`src/rtl/xor_perm_stage_if.sv`:
```
`timescale 1ns/1ps
// Transfer bundle for xor_perm_stage. State word x0 is element [0]; data/cipher carry x0 in the MSBs.
interface xor_perm_stage_if #(
    parameter int unsigned RATE_WORDS = 1
);
    logic                       valid_i;
    logic                       ready_o;
    logic [2:0]                 op_i;
    logic                       dom_sep_i;
    logic [64*RATE_WORDS-1:0]   data_i;
    logic [4:0][63:0]           state_i;

    logic                       valid_o;
    logic                       ready_i;
    logic [4:0][63:0]           state_o;
    logic [64*RATE_WORDS-1:0]   cipher_o;
    logic [127:0]               tag_o;
    logic                       tag_valid_o;
    logic                       err_o;

    modport slave (
        input  valid_i, op_i, dom_sep_i, data_i, state_i, ready_i,
        output ready_o, valid_o, state_o, cipher_o, tag_o, tag_valid_o, err_o
    );

    modport master (
        output valid_i, op_i, dom_sep_i, data_i, state_i, ready_i,
        input  ready_o, valid_o, state_o, cipher_o, tag_o, tag_valid_o, err_o
    );
endinterface

```
`src/rtl/xor_perm_stage.sv`:
```
`timescale 1ns/1ps
// Registered XOR stage around the ASCON permutation: rate absorption, key injection,
// tag extraction and domain separation behind a one-deep valid/ready register.
module xor_perm_stage #(
    parameter int unsigned RATE_WORDS = 1,
    parameter int unsigned KEY_WIDTH  = 128
) (
    input  logic                 clock_i,
    input  logic                 reset_i,
    input  logic                 key_load_i,
    input  logic [KEY_WIDTH-1:0] key_i,
    xor_perm_stage_if.slave      bus
);

    localparam int unsigned DW = 64 * RATE_WORDS;
    // Word indices of the capacity pair keyed during FINAL_BEGIN.
    localparam logic [2:0] FIN_HI = 3'(RATE_WORDS);
    localparam logic [2:0] FIN_LO = 3'(RATE_WORDS + 1);

    typedef enum logic [2:0] {
        OP_PASS        = 3'd0,
        OP_INIT_END    = 3'd1,
        OP_ABSORB_AD   = 3'd2,
        OP_ABSORB_PT   = 3'd3,
        OP_ABSORB_CT   = 3'd4,
        OP_FINAL_BEGIN = 3'd5,
        OP_TAG         = 3'd6,
        OP_ILLEGAL     = 3'd7
    } op_e;

    if (RATE_WORDS != 1 && RATE_WORDS != 2) begin : g_bad_rate
        $error("xor_perm_stage: RATE_WORDS must be 1 or 2");
    end
    if (KEY_WIDTH != 128) begin : g_bad_key
        $error("xor_perm_stage: KEY_WIDTH must be 128");
    end

    logic [KEY_WIDTH-1:0] key_q,       key_d;
    logic                 valid_q,     valid_d;
    logic [4:0][63:0]     state_q,     state_d;
    logic [DW-1:0]        cipher_q,    cipher_d;
    logic [127:0]         tag_q,       tag_d;
    logic                 tag_valid_q, tag_valid_d;
    logic                 err_q,       err_d;

    op_e                  op;
    logic                 ready;
    logic                 xfer;
    logic [63:0]          key_hi;
    logic [63:0]          key_lo;
    logic [4:0][63:0]     res_state;
    logic [DW-1:0]        res_cipher;
    logic [127:0]         res_tag;
    logic                 res_illegal;

    function automatic logic [63:0] data_word(input logic [DW-1:0] d, input int unsigned w);
        return d[DW-1-64*w -: 64];
    endfunction

    assign op     = op_e'(bus.op_i);
    assign key_hi = key_q[KEY_WIDTH-1 -: 64];
    assign key_lo = key_q[63:0];
    assign ready  = !valid_q || bus.ready_i;
    assign xfer   = bus.valid_i && ready;

    always_comb begin
        res_state   = bus.state_i;
        res_cipher  = cipher_q;
        res_tag     = tag_q;
        res_illegal = 1'b0;
        case (op)
            OP_PASS: begin
            end
            OP_INIT_END: begin
                res_state[3] = bus.state_i[3] ^ key_hi;
                res_state[4] = bus.state_i[4] ^ key_lo;
            end
            OP_ABSORB_AD: begin
                for (int unsigned w = 0; w < RATE_WORDS; w++) begin
                    res_state[3'(w)] = bus.state_i[3'(w)] ^ data_word(bus.data_i, w);
                end
            end
            OP_ABSORB_PT: begin
                for (int unsigned w = 0; w < RATE_WORDS; w++) begin
                    res_state[3'(w)] = bus.state_i[3'(w)] ^ data_word(bus.data_i, w);
                    res_cipher[DW-1-64*w -: 64] = res_state[3'(w)];
                end
            end
            OP_ABSORB_CT: begin
                // Decrypt: plaintext goes out, the ciphertext itself becomes the new rate.
                for (int unsigned w = 0; w < RATE_WORDS; w++) begin
                    res_cipher[DW-1-64*w -: 64] = bus.state_i[3'(w)] ^ data_word(bus.data_i, w);
                    res_state[3'(w)] = data_word(bus.data_i, w);
                end
            end
            OP_FINAL_BEGIN: begin
                for (int unsigned w = 0; w < RATE_WORDS; w++) begin
                    res_state[3'(w)] = bus.state_i[3'(w)] ^ data_word(bus.data_i, w);
                end
                res_state[FIN_HI] = bus.state_i[FIN_HI] ^ key_hi;
                res_state[FIN_LO] = bus.state_i[FIN_LO] ^ key_lo;
            end
            OP_TAG: begin
                res_tag = {bus.state_i[3], bus.state_i[4]} ^ key_q[127:0];
            end
            OP_ILLEGAL: begin
                res_illegal = 1'b1;
            end
        endcase
        res_state[4][0] = res_state[4][0] ^ bus.dom_sep_i;
    end

    always_comb begin
        key_d       = key_load_i ? key_i : key_q;
        valid_d     = valid_q;
        state_d     = state_q;
        cipher_d    = cipher_q;
        tag_d       = tag_q;
        tag_valid_d = tag_valid_q;
        err_d       = err_q;
        if (xfer) begin
            valid_d     = 1'b1;
            state_d     = res_state;
            cipher_d    = res_cipher;
            tag_d       = res_tag;
            tag_valid_d = (op == OP_TAG);
            err_d       = err_q | res_illegal;
        end else if (bus.ready_i) begin
            valid_d     = 1'b0;
        end
    end

    always_ff @(posedge clock_i or posedge reset_i) begin
        if (reset_i) begin
            key_q       <= '0;
            valid_q     <= 1'b0;
            state_q     <= '0;
            cipher_q    <= '0;
            tag_q       <= '0;
            tag_valid_q <= 1'b0;
            err_q       <= 1'b0;
        end else begin
            key_q       <= key_d;
            valid_q     <= valid_d;
            state_q     <= state_d;
            cipher_q    <= cipher_d;
            tag_q       <= tag_d;
            tag_valid_q <= tag_valid_d;
            err_q       <= err_d;
        end
    end

    assign bus.ready_o     = ready;
    assign bus.valid_o     = valid_q;
    assign bus.state_o     = state_q;
    assign bus.cipher_o    = cipher_q;
    assign bus.tag_o       = tag_q;
    assign bus.tag_valid_o = tag_valid_q;
    assign bus.err_o       = err_q;

endmodule

```
`src/flat_wrapper.sv`:
```
// flat-port wrapper written by rule: the top's interface ports become plain ports
module xor_perm_stage_flat 
#(
    parameter int unsigned RATE_WORDS = 1,
    parameter int unsigned KEY_WIDTH  = 128
)
  (clock_i, reset_i, key_load_i, key_i, bus_valid_i, bus_op_i, bus_dom_sep_i, bus_data_i, bus_state_i, bus_ready_i, bus_ready_o, bus_valid_o, bus_state_o, bus_cipher_o, bus_tag_o, bus_tag_valid_o, bus_err_o);
  xor_perm_stage_if #(.RATE_WORDS(RATE_WORDS)) bus_i ();
  input  logic clock_i;
  input  logic reset_i;
  input  logic key_load_i;
  input  logic [KEY_WIDTH-1:0] key_i;
  input wire logic [$bits(bus_i.valid_i)-1:0] bus_valid_i;
  input wire logic [$bits(bus_i.op_i)-1:0] bus_op_i;
  input wire logic [$bits(bus_i.dom_sep_i)-1:0] bus_dom_sep_i;
  input wire logic [$bits(bus_i.data_i)-1:0] bus_data_i;
  input wire logic [$bits(bus_i.state_i)-1:0] bus_state_i;
  input wire logic [$bits(bus_i.ready_i)-1:0] bus_ready_i;
  output wire logic [$bits(bus_i.ready_o)-1:0] bus_ready_o;
  output wire logic [$bits(bus_i.valid_o)-1:0] bus_valid_o;
  output wire logic [$bits(bus_i.state_o)-1:0] bus_state_o;
  output wire logic [$bits(bus_i.cipher_o)-1:0] bus_cipher_o;
  output wire logic [$bits(bus_i.tag_o)-1:0] bus_tag_o;
  output wire logic [$bits(bus_i.tag_valid_o)-1:0] bus_tag_valid_o;
  output wire logic [$bits(bus_i.err_o)-1:0] bus_err_o;
  assign bus_i.valid_i = bus_valid_i;
  assign bus_i.op_i = bus_op_i;
  assign bus_i.dom_sep_i = bus_dom_sep_i;
  assign bus_i.data_i = bus_data_i;
  assign bus_i.state_i = bus_state_i;
  assign bus_i.ready_i = bus_ready_i;
  assign bus_ready_o = bus_i.ready_o;
  assign bus_valid_o = bus_i.valid_o;
  assign bus_state_o = bus_i.state_o;
  assign bus_cipher_o = bus_i.cipher_o;
  assign bus_tag_o = bus_i.tag_o;
  assign bus_tag_valid_o = bus_i.tag_valid_o;
  assign bus_err_o = bus_i.err_o;
  xor_perm_stage #(.RATE_WORDS(RATE_WORDS), .KEY_WIDTH(KEY_WIDTH)) u_core (.clock_i(clock_i), .reset_i(reset_i), .key_load_i(key_load_i), .key_i(key_i), .bus(bus_i));
endmodule
```
`config.mk`:
```
export PLATFORM = sky130hd
export DESIGN_NAME = xor_perm_stage_flat
export DESIGN_NICKNAME = d
export VERILOG_FILES = /design/src/rtl/xor_perm_stage_if.sv /design/src/rtl/xor_perm_stage.sv /design/src/flat_wrapper.sv
export SDC_FILE = /design/constraint.sdc
export NUM_CORES = 2
export LEC_CHECK = 0
export CAP_MARGIN = 10
export CORE_AREA = 2 2 408 410
export DETAILED_ROUTE_END_ITERATION = 10
export DIE_AREA = 0 0 410 412
export PLACE_DENSITY = 0.53
export SLEW_MARGIN = 20
export SYNTH_ARGS = -nofsm -noshare
export SYNTH_HDL_FRONTEND = slang
export SYNTH_SLANG_ARGS = --single-unit
```
`constraint.sdc`:
```
create_clock -name clock_i -period 20.8 [get_ports clock_i]
set_input_delay 2.08 -clock clock_i [delete_from_list [all_inputs] [get_ports clock_i]]
set_output_delay 2.08 -clock clock_i [all_outputs]
set_load 0.01 [all_outputs]
```
==> impl_metrics.tcl <==
set metrics [dict create \
    vias 27132 \
    cts_tree "yes" \
    max_slew_margin 0.2825 \
    critPathMaxStageDelay_ns 0.82 \
    ir_drop_v 0.00006316 \
    grt_max_degree 164 \
    placed_cells 5843 \
    crit_required_ns 21.47 \
    synth_warnings 0 \
    hold_buffers 0 \
    clkSinkCount 643 \
    clk_pin_slew_worst_paths_ns 0.05 \
    setup_viol 0 \
    grt_pass1_wl_um 212200 \
    overflow 0 \
    place_ws_ns 14.12 \
    post_cts_buffers 0 \
    endpoint_kind "asynchronous set/reset pin" \
    wl_um 152500 \
    die_height_um 412 \
    cts_resized 0 \
    fin_util 0.2873 \
    h-tree-depth 3 \
    ys_ff_latch 643 \
    cp_common_cell "buf_4" \
    die_area_sq_um 168900 \
    drc_errors 0 \
    min_path_type "register to register" \
    first_global_vias 27455 \
    fmax_ghz 0.1725 \
    syn_area_sq_um 31800 \
    syn_inst 2841 \
    critPathSlowestCell "buf_4" \
    first_pass_iters 5 \
    io_pins 1037 \
    fin_tns_setup_ns 0 \
    layout_min_cycle_time_ns 5.797 \
    yosys.area_share.adder 0 \
    drt-wirelength-per-cell_um 25.37 \
    busiest_layer "met2" \
    numCtsBuffers 83 \
    synthDistinctLibCells 28 \
    die_w_um 410 \
    power.leakage_nw 17.87 \
    clkPwrFrac 0.343 \
    portBuffers 1036 \
    yosys.area_share.xor_xnor 0.1239 \
    first_iter_violations 1834 \
    avgSynthCellArea_sq_um 11.19 \
    gr-usage-met2 0.2914 \
    crit_chain "clkdlybuf4s50_1 > inv_8 > buf_4 > buf_4 > buf_4 > buf_4" \
    period_share 0.2787 \
    finalWeightedCongestion 0.8449 \
    nNetsFinal 4263 \
    power_density_nw_per_um2 92.91 \
    cp.arrival_ns 6.47 \
    synth_compound_area_frac 0.1295 \
    worst_pin_slew_ns 1.076 \
    seq_area_frac_synth 0.5060 \
    switchingPower_mw 1.349 \
    synth_top_family_by_area "compound AO/OA/AOI/OAI gates" \
    drv_slew 0 \
    antenna_found_initial 47 \
    seqPwrFrac 0.376 \
    final_cell_count_no_fill 6011 \
    drive_gt1_frac 0.1311 \
    fin_worst_skew_ns 0.03900 \
    clockBufferDepth 3 \
    grt.met1_usage 0.2056 \
    synth.area.mux_share 0.1133 \
    cp-start-kind "input pin" \
    ant_nets 0 \
    root_buffer "clkbuf_16" \
    initial_core_util 0.1936 \
    fp-row-count 149 \
    syn_nets 3362 \
    synthSimpleGateAreaFrac 0.09396 \
    met3_usage 0.05619 \
    pwr-share-comb 0.281 \
    grt_setup_unrepaired "no" \
    clk_latency_ns 0.69 \
    switching_share 0.3077 \
    fp.coreArea_sq_um 164200 \
    status "finished clean" \
    power.internal_mw 3.036 \
    drv_cap 0 \
    finalHoldViolations 0 \
    dp_hpwl_um 107000 \
    crit_fanout 102 \
    viasPerCell 4.514 \
    grtUsageTotal 0.1724 \
    area_delta_synth_final_pct 48.42 \
    p_total_mw 4.385 \
    worstSetupPathType "input pin to asynchronous set/reset pin" \
    setup_ws_ns 15.00 \
]
[synthesized netlist by cell type (all sizes together)]
cell,n,area share
a21o,1,0.00024
mux2,320,0.11
nand3,1,0.00016
buf,37,0.0068
nand2b,1,0.00020
nor2,39,0.0046
clkbuf,221,0.026
nand4b,128,0.035
a21oi,128,0.020
xnor2,128,0.035
o41ai,64,0.018
a211oi,1,0.00063
nor2b,3,0.00059
inv,2,0.00024
nor3,25,0.0039
o21bai,1,0.00024
o21ai,576,0.091
nand3b,2,0.00047
nand2,67,0.0079
or3b,1,0.00035
nor4bb,128,0.040
xor2,322,0.089
clkinv,1,0.00012
nor4,1,0.00020
dfrtp,643,0.51
[layout by cell type (no fill, tap or decap), drive strengths merged]
master,n
clkbuf,126
buf,41
diode,17
nor2b,3
o21ai,576
mux2,320
clkinv,14
or3b,1
nand4b,128
o41ai,64
dfrtp,643
bufinv,4
nor3,25
nand3b,2
nand3,1
nand2b,1
xor2,322
a21o,1
inv,6
o21bai,1
nand2,67
nor4,1
a211oi,1
a21oi,128
nor2,39
clkdlybuf4s50,1032
xnor2,128
clkinvlp,2
nor4bb,128
[flip-flops by register name, indices dropped and copies added (netlist names)]
signal,count
u_core.bus.tag_valid_o,1
u_core.bus.tag_o,128
u_core.key_q,128
u_core.bus.cipher_o,64
u_core.bus.valid_o,1
u_core.bus.err_o,1
u_core.bus.state_o,320
[final timing paths]
check,from,cells after the start,slack (ns),to
setup / recovery,reset_i,6,15.00,u_core.key_q[19]
hold / removal,u_core.bus.cipher_o[50],1,0.48,u_core.bus.cipher_o[50]
setup reg to reg,u_core.bus.valid_o,6,17.66,u_core.bus.state_o[315]
hold reg to reg,u_core.bus.cipher_o[50],1,0.48,u_core.bus.cipher_o[50]
max in group clock_i,bus_ready_i,4,15.16,bus_ready_o
min in group asynchronous,reset_i,2,1.91,u_core.bus.tag_o[24]
[critical path, delay by kind of cell]
kind,cells,cell delay (ns)
buf+inv,6,4.04
[power by group through the flow]
stage	Sequential, mW	Combinational (mW)	Clock [mW]
after floorplan	1.74	0.366	0
after global placement	1.66	1.25	0
after detailed placement	1.67	1.25	0
after CTS	1.65	1.25	1.56
after global routing	1.68	1.31	1.60
final	1.65	1.23	1.50
[kinds of logic after synthesis]
| logic type | Yosys count |
|---|---|
| xor+xnor | 450 |
| flops | 643 |
| mux | 320 |
| buf+inv | 261 |
| simple gates | 396 |
| compound gates | 771 |
[routing by layer]
metal | wire length (um) | vias to the layer above
met5 | 199 | -
met3 | 12760 | 214
met1 | 61110 | 13835
met2 | 74490 | 1025
met4 | 3924 | 32
li1 | - | 12026
[cell type report]
| cell class | instances | area [sq um] |
|---|---|---|
| tap | 2189 | 2739 |
| fill | 16999 | 117100 |
| inverter | 3 | 26.28 |
| antenna | 17 | 42.54 |
| clock buffer | 125 | 2486 |
| timing repair buffer | 1074 | 10790 |
| multi-input combinational | 1937 | 14700 |
| sequential | 643 | 16090 |
| clock inverter | 23 | 321.6 |
[per-stage QoR]
stage | hold WS (ns) | area [sq um]
6_report | 0.4821 | 47190
5_1_grt | 0.5053 | 47180
4_1_cts | 0.4867 | 47080
3_5_place_dp | 0.4704 | 44270
3_3_place_gp | 0.4596 | 44270
2_1_floorplan | 0.5134 | 31800
No activity file was read; power rests on OpenSTA's default activity.
